[src/rtl/pipe_ctrl_pkg.sv]
// Shared types for the pipeline sequencing controller: FSM states and the
// bundle of PC / pipeline-register enables and flushes it drives.
package pipe_ctrl_pkg;

    localparam int REG_ADDR_W = 5;
    localparam logic READ_ENABLE = 1'b1;

    typedef enum logic [1:0] {
        PIPE_RUN     = 2'd0,
        PIPE_FLUSH   = 2'd1,
        PIPE_WAIT_EX = 2'd2
    } pipe_state_e;

    typedef struct packed {
        logic pc_we;
        logic if_id_we;
        logic id_ex_we;
        logic if_id_flush;
        logic id_ex_flush;
    } ctrl_t;

    // Canned control patterns: normal flow, freeze, wrong-path squash,
    // single load-use bubble, and the forced values held during reset.
    localparam ctrl_t CTRL_PASS   = '{1'b1, 1'b1, 1'b1, 1'b0, 1'b0};
    localparam ctrl_t CTRL_FREEZE = '{1'b0, 1'b0, 1'b0, 1'b0, 1'b0};
    localparam ctrl_t CTRL_SQUASH = '{1'b1, 1'b1, 1'b1, 1'b1, 1'b1};
    localparam ctrl_t CTRL_BUBBLE = '{1'b0, 1'b0, 1'b1, 1'b0, 1'b1};
    localparam ctrl_t CTRL_RESET  = '{1'b0, 1'b0, 1'b0, 1'b1, 1'b1};

endpackage

[src/rtl/pipe_ctrl_hazard_detect.sv]
// Load-use hazard check between the instruction in ID and a load in EX.
// Purely combinational; x0 as destination never matches.
module hazard_detect
    import pipe_ctrl_pkg::*;
(
    input  logic [REG_ADDR_W-1:0] idReadAddr1,
    input  logic [REG_ADDR_W-1:0] idReadAddr2,
    input  logic                  idReadEn1,
    input  logic                  idReadEn2,
    input  logic [REG_ADDR_W-1:0] exWriteAddr,
    input  logic                  exWriteEnable,
    input  logic                  exMemRead,
    output logic                  hz
);

    logic ex_load_vld;
    logic rs1_hit;
    logic rs2_hit;

    always_comb begin
        ex_load_vld = exMemRead & exWriteEnable & (exWriteAddr != '0);
        rs1_hit     = (idReadEn1 == READ_ENABLE) & (idReadAddr1 == exWriteAddr);
        rs2_hit     = (idReadEn2 == READ_ENABLE) & (idReadAddr2 == exWriteAddr);
        hz          = ex_load_vld & (rs1_hit | rs2_hit);
    end

endmodule

[src/rtl/pipe_ctrl.sv]
// Pipeline sequencing controller: load-use stalls, post-branch squash and
// multicycle-EX freeze; outputs react combinationally to the current inputs.
module pipe_ctrl
    import pipe_ctrl_pkg::*;
#(
    parameter int unsigned FLUSH_CYCLES = 1,
    parameter int unsigned STALL_CNT_W  = 16
) (
    input  logic                   clk,
    input  logic                   resetIn,
    input  logic [REG_ADDR_W-1:0]  idReadAddr1,
    input  logic [REG_ADDR_W-1:0]  idReadAddr2,
    input  logic                   idReadEn1,
    input  logic                   idReadEn2,
    input  logic [REG_ADDR_W-1:0]  exWriteAddr,
    input  logic                   exWriteEnable,
    input  logic                   exMemRead,
    input  logic                   exBranchTaken,
    input  logic                   exBusy,
    output logic                   pcWriteEnable,
    output logic                   ifIdWriteEnable,
    output logic                   idExWriteEnable,
    output logic                   ifIdFlush,
    output logic                   idExFlush,
    output logic [1:0]             ctrlState,
    output logic [STALL_CNT_W-1:0] stallCount
);

    // The branch cycle itself is the first flush cycle, so the counter
    // only covers the extra cycles spent in FLUSH afterwards.
    localparam bit         MULTI_FLUSH = (FLUSH_CYCLES > 1);
    localparam logic [1:0] FLUSH_INIT  = 2'((FLUSH_CYCLES > 1) ? (FLUSH_CYCLES - 2) : 0);

    logic                   hz;
    ctrl_t                  ctrl;
    pipe_state_e            state_q,     state_d;
    logic [1:0]             flush_cnt_q, flush_cnt_d;
    logic [STALL_CNT_W-1:0] stall_cnt_q, stall_cnt_d;

    hazard_detect u_hazard_detect (
        .idReadAddr1   (idReadAddr1),
        .idReadAddr2   (idReadAddr2),
        .idReadEn1     (idReadEn1),
        .idReadEn2     (idReadEn2),
        .exWriteAddr   (exWriteAddr),
        .exWriteEnable (exWriteEnable),
        .exMemRead     (exMemRead),
        .hz            (hz)
    );

    always_comb begin
        state_d     = state_q;
        flush_cnt_d = flush_cnt_q;
        ctrl        = CTRL_PASS;

        case (state_q)
            // WAIT_EX evaluates exactly like RUN: busy keeps it frozen, and
            // the release cycle honours any branch or hazard present.
            PIPE_RUN, PIPE_WAIT_EX: begin
                if (exBusy) begin
                    ctrl    = CTRL_FREEZE;
                    state_d = PIPE_WAIT_EX;
                end else if (exBranchTaken) begin
                    ctrl    = CTRL_SQUASH;
                    state_d = PIPE_RUN;
                    if (MULTI_FLUSH) begin
                        state_d     = PIPE_FLUSH;
                        flush_cnt_d = FLUSH_INIT;
                    end
                end else begin
                    state_d = PIPE_RUN;
                    if (hz) begin
                        ctrl = CTRL_BUBBLE;
                    end
                end
            end
            PIPE_FLUSH: begin
                ctrl = CTRL_SQUASH;
                if (flush_cnt_q == 2'd0) begin
                    state_d = PIPE_RUN;
                end else begin
                    flush_cnt_d = flush_cnt_q - 2'd1;
                end
            end
            default: begin
                ctrl    = CTRL_FREEZE;
                state_d = PIPE_RUN;
            end
        endcase

        if (!resetIn) begin
            ctrl = CTRL_RESET;
        end

        stall_cnt_d = stall_cnt_q;
        if (resetIn && !ctrl.pc_we && (stall_cnt_q != '1)) begin
            stall_cnt_d = stall_cnt_q + STALL_CNT_W'(1);
        end
    end

    always_ff @(posedge clk) begin
        if (!resetIn) begin
            state_q     <= PIPE_RUN;
            flush_cnt_q <= 2'd0;
            stall_cnt_q <= '0;
        end else begin
            state_q     <= state_d;
            flush_cnt_q <= flush_cnt_d;
            stall_cnt_q <= stall_cnt_d;
        end
    end

    assign pcWriteEnable   = ctrl.pc_we;
    assign ifIdWriteEnable = ctrl.if_id_we;
    assign idExWriteEnable = ctrl.id_ex_we;
    assign ifIdFlush       = ctrl.if_id_flush;
    assign idExFlush       = ctrl.id_ex_flush;
    assign ctrlState       = state_q;
    assign stallCount      = stall_cnt_q;

endmodule

[config.mk]
export PLATFORM = sky130hd
export DESIGN_NAME = pipe_ctrl
export DESIGN_NICKNAME = d
export VERILOG_FILES = /design/src/rtl/pipe_ctrl_pkg.sv /design/src/rtl/pipe_ctrl_hazard_detect.sv /design/src/rtl/pipe_ctrl.sv
export SDC_FILE = /design/constraint.sdc
export NUM_CORES = 1
export LEC_CHECK = 0
export ABC_AREA = 1
export CAP_MARGIN = 15
export CELL_PAD_IN_SITES_DETAIL_PLACEMENT = 1
export CELL_PAD_IN_SITES_GLOBAL_PLACEMENT = 1
export CORE_MARGIN = 2
export CORE_UTILIZATION = 30
export DETAILED_ROUTE_END_ITERATION = 10
export PLACE_DENSITY_LB_ADDON = 0.15
export SYNTH_ARGS = -nofsm -noshare
export SYNTH_HDL_FRONTEND = slang
export SYNTH_SLANG_ARGS = --single-unit
[constraint.sdc]
create_clock -name clk -period 2.2 [get_ports clk]
set_input_delay 0.22 -clock clk [delete_from_list [all_inputs] [get_ports clk]]
set_output_delay 0.22 -clock clk [all_outputs]
set_load 0.02 [all_outputs]
==> run_summary.xml, run 1 <==
<?xml version="1.0" encoding="UTF-8"?>
<metrics>
  <group name="run_status">
    <metric name="outcome" unit="">completed</metric>
  </group>
  <group name="floorplanning">
    <metric name="die_area" unit="um2">4740</metric>
    <metric name="die_w" unit="um">68.9</metric>
    <metric name="pin_count" unit="">46</metric>
    <metric name="area_of_the_placeable_core" unit="um2">4030</metric>
    <metric name="placement_rows" unit="">23</metric>
    <metric name="start_util" unit="">0.313</metric>
    <metric name="overall_die_height" unit="um">68.9</metric>
  </group>
  <group name="routing">
    <metric name="routedWlPerCell" unit="um">11.8</metric>
    <metric name="via_cell_ratio" unit="">4.64</metric>
    <metric name="totalWireLength" unit="um">3460</metric>
    <metric name="vias" unit="">1356</metric>
    <metric name="drcViolationCount" unit="">0</metric>
    <metric name="drtIter0Drc" unit="">47</metric>
    <metric name="postRouteAntennaNets" unit="">0</metric>
    <metric name="dr.pass1.iters" unit="">4</metric>
  </group>
  <group name="sta">
    <metric name="setup_viol_count_final" unit="">0</metric>
    <metric name="rsz_0062_raised_after_global_routing" unit="">no</metric>
    <metric name="worst_hold_slack" unit="ps">518</metric>
    <metric name="report.final.slew_viol_count" unit="">0</metric>
    <metric name="fmax" unit="MHz">497</metric>
    <metric name="final_min_period_over_clock_period" unit="">0.914</metric>
    <metric name="tmin_final" unit="ps">2010</metric>
    <metric name="final.setup_skew" unit="ps">2.38</metric>
    <metric name="final_count_of_hold_timing_violations" unit="">0</metric>
    <metric name="layout_setup_ws" unit="ps">189</metric>
  </group>
  <group name="power_and_ir_drop">
    <metric name="power.share.combinational" unit="">0.202</metric>
    <metric name="pwr-share-clk" unit="">0.349</metric>
    <metric name="power_frac_seq" unit="">0.449</metric>
    <metric name="power_switching_share" unit="">0.274</metric>
    <metric name="power.static_leakage" unit="nW">0.731</metric>
    <metric name="p_int" unit="W">0.000507</metric>
    <metric name="net-switching-power" unit="W">0.000191</metric>
    <metric name="power_density" unit="nW/um2">391</metric>
    <metric name="ir_worst_vdd" unit="uV">171</metric>
  </group>
  <group name="place">
    <metric name="dpl.hpwl" unit="um">2730</metric>
    <metric name="portBuffers" unit="">44</metric>
    <metric name="routabilityCongestion" unit="">0.765</metric>
    <metric name="postPlaceCellArea" unit="um2">1740</metric>
    <metric name="dpl_worst_slack" unit="ps">-74.2</metric>
  </group>
  <group name="yosys">
    <metric name="synth_compound_gate_area_share" unit="">0.105</metric>
    <metric name="netlist_area" unit="um2">1260</metric>
    <metric name="yosys.area_share.xor_xnor" unit="">0.0833</metric>
    <metric name="yosysSeqAreaShare" unit="">0.270</metric>
    <metric name="yosys_warnings" unit="">0</metric>
    <metric name="post_synth_mux_area_share" unit="">0</metric>
    <metric name="largest_family_of_logic_cells_by_synthesized_area" unit="">simple AND/OR/NAND/NOR gates</metric>
    <metric name="synth_area_in_simple_gates" unit="">0.421</metric>
    <metric name="adder_and_majority_cell_fraction_of_the_synthesized_area" unit="">0.00991</metric>
    <metric name="synth_nets" unit="">222</metric>
    <metric name="synthesis.area_per_instance" unit="um2">6.38</metric>
    <metric name="yosysUniqueCellTypes" unit="">24</metric>
    <metric name="postSynthRegisterBits" unit="">17</metric>
    <metric name="syn-instance-count" unit="">198</metric>
  </group>
  <group name="global_route">
    <metric name="global_route.overflow_total" unit="">0</metric>
    <metric name="grt_max_degree" unit="">17</metric>
    <metric name="number_of_global_route_vias_before_repair" unit="">1277</metric>
    <metric name="grt_pass1_wl" unit="um">5690</metric>
    <metric name="antenna_violations_before_repair" unit="">0</metric>
    <metric name="grt_usage" unit="">0.162</metric>
  </group>
  <group name="cts">
    <metric name="cts.htree.levels" unit="">1</metric>
    <metric name="clkSlewWorstSetupHoldPaths" unit="ps">70</metric>
    <metric name="clockBufferDepth" unit="">2</metric>
    <metric name="clk-insertion-delay-late" unit="ps">260</metric>
    <metric name="cts_inserted_buffers" unit="">3</metric>
    <metric name="cts_tree" unit="">built</metric>
    <metric name="numClockSinks" unit="">17</metric>
    <metric name="cts.root.buffer_cell" unit="">clkbuf_8</metric>
  </group>
  <group name="run">
    <metric name="cap_violations" unit="">0</metric>
  </group>
  <group name="setup_path">
    <metric name="timing_worst_setup_path_type" unit="">in2out</metric>
    <metric name="timing.reg2reg.setup_slack" unit="ps">400</metric>
    <metric name="required" unit="ps">1980</metric>
    <metric name="worst_ep_arrival_time" unit="ps">1790</metric>
    <metric name="critPathMaxFanout" unit="">3</metric>
    <metric name="worst_setup_sp_type" unit="">primary input</metric>
    <metric name="cp-end-kind" unit="">output pin</metric>
  </group>
  <group name="min_path">
    <metric name="timing.hold.worst.class" unit="">reg2reg</metric>
  </group>
  <group name="final_layout">
    <metric name="nFillCells" unit="">540</metric>
    <metric name="synthToLayoutAreaGrowth" unit="%">41.4</metric>
    <metric name="final_net_count" unit="">267</metric>
    <metric name="n_antenna_cell" unit="">0</metric>
    <metric name="layout-drive-gt1-share" unit="">0.128</metric>
    <metric name="final_area" unit="um2">1790</metric>
  </group>
</metrics>
==> synthesized netlist by cell type (all sizes together) <==
cell | number | area [um2]
buf | 6 | 53.8
nor2 | 27 | 119
conb | 1 | 3.75
nand3 | 25 | 130
o21ai | 1 | 5.00
a21oi | 18 | 128
clkbuf | 1 | 3.75
dfxtp | 17 | 340
nand2 | 64 | 260
nor3 | 2 | 10.0
xor2 | 6 | 52.6
inv | 21 | 78.8
xnor2 | 6 | 52.6
nand4 | 2 | 12.5
ha | 1 | 12.5
==> routing by layer <==
metal / global-route usage / wire, um / up-vias
li1: - / - / 709
met1: 0.198 / 1600 / 616
met2: 0.284 / 1710 / 26
met3: 0.0195 / 86 / 5
met4: 0.0735 / 65 / 0
met5: 0 / 0 / -
==> power groups by stage <==
stage	clock network (W)	logic (W)	registers, W
6_report	0.000244	0.000141	0.000313
5_1_grt	0.000261	0.000157	0.000314
4_1_cts	0.000253	0.000144	0.000313
3_5_place_dp	0	0.000146	0.000321
3_3_place_gp	0	0.000145	0.000321
2_1_floorplan	0	0.0000681	0.000324
==> sequential cells by signal (all words and copies together) (netlist names) <==
signal / cells
ctrlState: 1
stallCount: 16
==> path summary, 6_finish.rpt <==
path                                                  start                          end  cells after the start
worst max-delay path                         exWriteAddr[4]                pcWriteEnable                     11
worst min-delay path            stallCount[15]$_SDFFE_PN0P_  stallCount[15]$_SDFFE_PN0P_                      2
worst max register to register   stallCount[0]$_SDFFE_PN0P_   stallCount[3]$_SDFFE_PN0P_                      9
worst min register to register  stallCount[15]$_SDFFE_PN0P_  stallCount[15]$_SDFFE_PN0P_                      2
==> cell usage in the layout, fill, tap and decap left out, drive strengths merged <==
cell / instances
buf: 3
ha: 1
clkdlybuf4s50: 41
clkbuf: 3
dfxtp: 17
o21ai: 1
nand2: 64
nor2: 27
xor2: 6
clkinv: 1
nand3: 25
a21oi: 18
nor3: 2
xnor2: 6
conb: 1
dlygate4sd2: 3
nand4: 2
inv: 21
==> critical path: stages <==
cell,delay [ps]
clkdlybuf4s50_1,510
inv_2,60
nand2_1,50
nand2_1,50
nor2_1,130
nand3_1,90
nand2_1,90
nand2_1,60
o21ai_0,150
inv_1,60
dlygate4sd2_1,320
==> repair_timing <==
| item | CTS | global route |
|---|---|---|
| resized for setup | 3 | 0 |
| setup buffers | 0 | 0 |
| hold endpoints to repair | 0 | 0 |
| endpoints found under the setup margin | 3 | 0 |
| hold buffers | 0 | 0 |
==> final cells by class <==
class | count | area, um2 | area share
timing repair buffer | 47 | 472 | 0.264
clock inverter | 1 | 5.00 | 0.00280
tap | 50 | 62.6 | 0.0350
inverter | 21 | 78.8 | 0.0441
sequential | 17 | 340 | 0.191
clock buffer | 3 | 41.3 | 0.0231
multi-input combinational | 153 | 786 | 0.440
==> metrics by stage <==
step / total power (W) / instances / setup TNS [ps] / utilization
after floorplan: 0.000392 / 198 / 0 / -
after global placement: 0.000466 / 288 / -155 / 0.433
after detailed placement: 0.000466 / 288 / -203 / 0.433
after CTS: 0.000710 / 292 / 0 / 0.443
after global routing: 0.000732 / 292 / 0 / 0.443
final: 0.000698 / 292 / 0 / 0.443
==> kinds of logic (layout without fill, tap and decap cells) <==
kind of cell    after synthesis  count (layout)
other cells                   1               1
flops                        17              17
xor+xnor                     12              12
compound gates               19              19
fa+ha+maj                     1               1
simple gates                120             120
buf+inv                      28              72
No activity file was read; power rests on OpenSTA's default activity.
==> run 2, diff against run 1 <==
- REMOVE_ABC_BUFFERS: not set -> 1
==> run_summary.xml, run 2 (same netlist as run 1, synthesis figures left out) <==
<?xml version="1.0" encoding="UTF-8"?>
<metrics>
  <group name="final_layout">
    <metric name="final_net_count" unit="">268</metric>
    <metric name="final_common_cell" unit="">nand2_1</metric>
    <metric name="finish.cell_count_without_fillers" unit="">293</metric>
    <metric name="register_area" unit="um2">340</metric>
    <metric name="final_core_util" unit="">0.442</metric>
    <metric name="most-common-layout-cells" unit="">60 x nand2_1, 41 x clkdlybuf4s50_1, 24 x nor2_1, 24 x nand3_1, 17 x dfxtp_1</metric>
    <metric name="nFillCells" unit="">546</metric>
    <metric name="layout-drive-gt1-share" unit="">0.132</metric>
    <metric name="synthToLayoutAreaGrowth" unit="%">41.0</metric>
    <metric name="footprint_of_the_multi_input_gates" unit="um2">786</metric>
    <metric name="n_antenna_cell" unit="">0</metric>
    <metric name="number_of_flip_flops_in_the_largest_register" unit="">16</metric>
  </group>
  <group name="run">
    <metric name="cap_violations" unit="">0</metric>
  </group>
  <group name="sta">
    <metric name="rsz_0062_raised_after_global_routing" unit="">no</metric>
    <metric name="setup_viol_count_final" unit="">0</metric>
    <metric name="final_min_period_over_clock_period" unit="">0.901</metric>
    <metric name="fmax" unit="MHz">504</metric>
    <metric name="layout_setup_ws" unit="ps">217</metric>
    <metric name="tmin_final" unit="ps">1980</metric>
    <metric name="final_count_of_hold_timing_violations" unit="">0</metric>
    <metric name="worst_hold_slack" unit="ps">510</metric>
    <metric name="final.setup_skew" unit="ps">4.29</metric>
    <metric name="report.final.slew_viol_count" unit="">0</metric>
  </group>
  <group name="place">
    <metric name="portBuffers" unit="">44</metric>
    <metric name="place.detailed.instances" unit="">289</metric>
    <metric name="routabilityCongestion" unit="">0.735</metric>
    <metric name="dpl.hpwl" unit="um">2750</metric>
    <metric name="dpl_worst_slack" unit="ps">-83.2</metric>
  </group>
  <group name="setup_path">
    <metric name="timing_worst_setup_path_type" unit="">in2out</metric>
    <metric name="critPathSlowestCell" unit="">clkdlybuf4s50_1</metric>
    <metric name="worstRegToRegCells" unit="">9</metric>
    <metric name="required" unit="ps">1980</metric>
    <metric name="worst_ep_arrival_time" unit="ps">1760</metric>
    <metric name="worst_setup_sp_type" unit="">primary input</metric>
    <metric name="critical_path.cell_chain" unit="">clkdlybuf4s50_1 -&gt; inv_2 -&gt; nand2_1 -&gt; nand2_1 -&gt; nor2_1 -&gt; nand3_1 -&gt; nand2_1 -&gt; nand2_1 -&gt; o21ai_1 -&gt; inv_1 -&gt; dlygate4sd2_1</metric>
    <metric name="critPathMaxFanout" unit="">3</metric>
    <metric name="critical_path.most_common_cell" unit="">nand2_1</metric>
    <metric name="cp-end-kind" unit="">output pin</metric>
    <metric name="crit_path_max_incr_delay" unit="ps">510</metric>
  </group>
  <group name="floorplanning">
    <metric name="die_w" unit="um">68.9</metric>
    <metric name="start_util" unit="">0.313</metric>
    <metric name="placement_rows" unit="">23</metric>
    <metric name="area_of_the_placeable_core" unit="um2">4030</metric>
    <metric name="pin_count" unit="">46</metric>
    <metric name="die_area" unit="um2">4740</metric>
    <metric name="overall_die_height" unit="um">68.9</metric>
  </group>
  <group name="routing">
    <metric name="dr.pass1.iters" unit="">4</metric>
    <metric name="drcViolationCount" unit="">0</metric>
    <metric name="drtIter0Drc" unit="">39</metric>
    <metric name="totalWireLength" unit="um">3430</metric>
    <metric name="routedWlPerCell" unit="um">11.7</metric>
    <metric name="postRouteAntennaNets" unit="">0</metric>
    <metric name="vias" unit="">1353</metric>
    <metric name="via_cell_ratio" unit="">4.62</metric>
  </group>
  <group name="cts">
    <metric name="numClockSinks" unit="">17</metric>
    <metric name="cts-hold-fix-buffers" unit="">0</metric>
    <metric name="clkSlewWorstSetupHoldPaths" unit="ps">70</metric>
    <metric name="cts.root.buffer_cell" unit="">clkbuf_8</metric>
    <metric name="cts_inserted_buffers" unit="">3</metric>
    <metric name="clk-insertion-delay-late" unit="ps">250</metric>
    <metric name="clockBufferDepth" unit="">2</metric>
    <metric name="post_cts_setup_buffers" unit="">0</metric>
    <metric name="cts_tree" unit="">built</metric>
    <metric name="cts.htree.levels" unit="">1</metric>
  </group>
  <group name="global_route">
    <metric name="number_of_global_route_vias_before_repair" unit="">1344</metric>
    <metric name="grt_max_degree" unit="">17</metric>
    <metric name="grt_usage" unit="">0.163</metric>
    <metric name="grt_pass1_wl" unit="um">5800</metric>
    <metric name="antenna_violations_before_repair" unit="">0</metric>
    <metric name="global_route.overflow_total" unit="">0</metric>
  </group>
  <group name="power_and_ir_drop">
    <metric name="power.static_leakage" unit="nW">0.733</metric>
    <metric name="power_density" unit="nW/um2">390</metric>
    <metric name="ir_worst_vdd" unit="uV">212</metric>
    <metric name="total_power" unit="W">0.000694</metric>
  </group>
  <group name="min_path">
    <metric name="timing.hold.worst.class" unit="">reg2reg</metric>
    <metric name="worst_hold_depth" unit="">2</metric>
  </group>
  <group name="run_status">
    <metric name="outcome" unit="">completed</metric>
  </group>
</metrics>
-- run 2: cell types whose count changed in the layout (fill, tap and decap cells not counted) --
| cell | previous run | this run |
|---|---|---|
| buf_4 | 2 | 4 |
| o21ai_0 | 1 | 0 |
| o21ai_1 | 0 | 1 |
| buf_12 | 1 | 0 |
-- run 2: metrics by stage --
stage / setup TNS (ps) / cell area (um2)
floorplan: 0 / 1200
global placement: -109 / 1740
detailed placement: -202 / 1740
CTS: 0 / 1780
global route: 0 / 1780
finish: 0 / 1780
-- run 2: layout make-up --
class | count | share of cell area
clock buffers | 3 | 0.0232
clock inverters | 1 | 0.00281
inverters | 21 | 0.0443
multi-input cells | 153 | 0.441
flip-flops and latches | 17 | 0.191
well taps | 50 | 0.0351
repair buffers | 48 | 0.262
-- run 2: per-layer routing --
layer  vias to the layer above  GRT usage  wire, um
li1                        712          -         -
met1                       611      0.189      1460
met2                        28      0.303      1800
met3                         2     0.0325       135
met4                         0     0.0441        34
met5                         -          0         0
-- run 2: final timing paths --
kind,startpoint,endpoint,slack [ps]
hold / removal,stallCount[1]$_SDFFE_PN0P_,stallCount[1]$_SDFFE_PN0P_,510
setup / recovery,exWriteAddr[4],ifIdWriteEnable,220
hold reg to reg,stallCount[1]$_SDFFE_PN0P_,stallCount[1]$_SDFFE_PN0P_,510
setup reg to reg,stallCount[0]$_SDFFE_PN0P_,stallCount[4]$_SDFFE_PN0P_,410
-- run 2: timing repair --
action / CTS / global route
endpoints found under the setup margin: 3 / 2
pin swaps: 0 / 0
resized for setup: 3 / 1
-- run 2: where the power goes --
part           internal [W]  switching [W]  leakage (nW)
clock network      0.000126       0.000115        0.0255
logic             0.0000691      0.0000710         0.570
registers          0.000311     0.00000265         0.137
total              0.000505       0.000189         0.732
-- run 2: critical path, delay by kind of cell --
family / cells / cell delay [ps]
AO/OA/AOI/OAI: 1 / 130
AND/OR/NAND/NOR: 6 / 480
buffers and inverters: 4 / 940
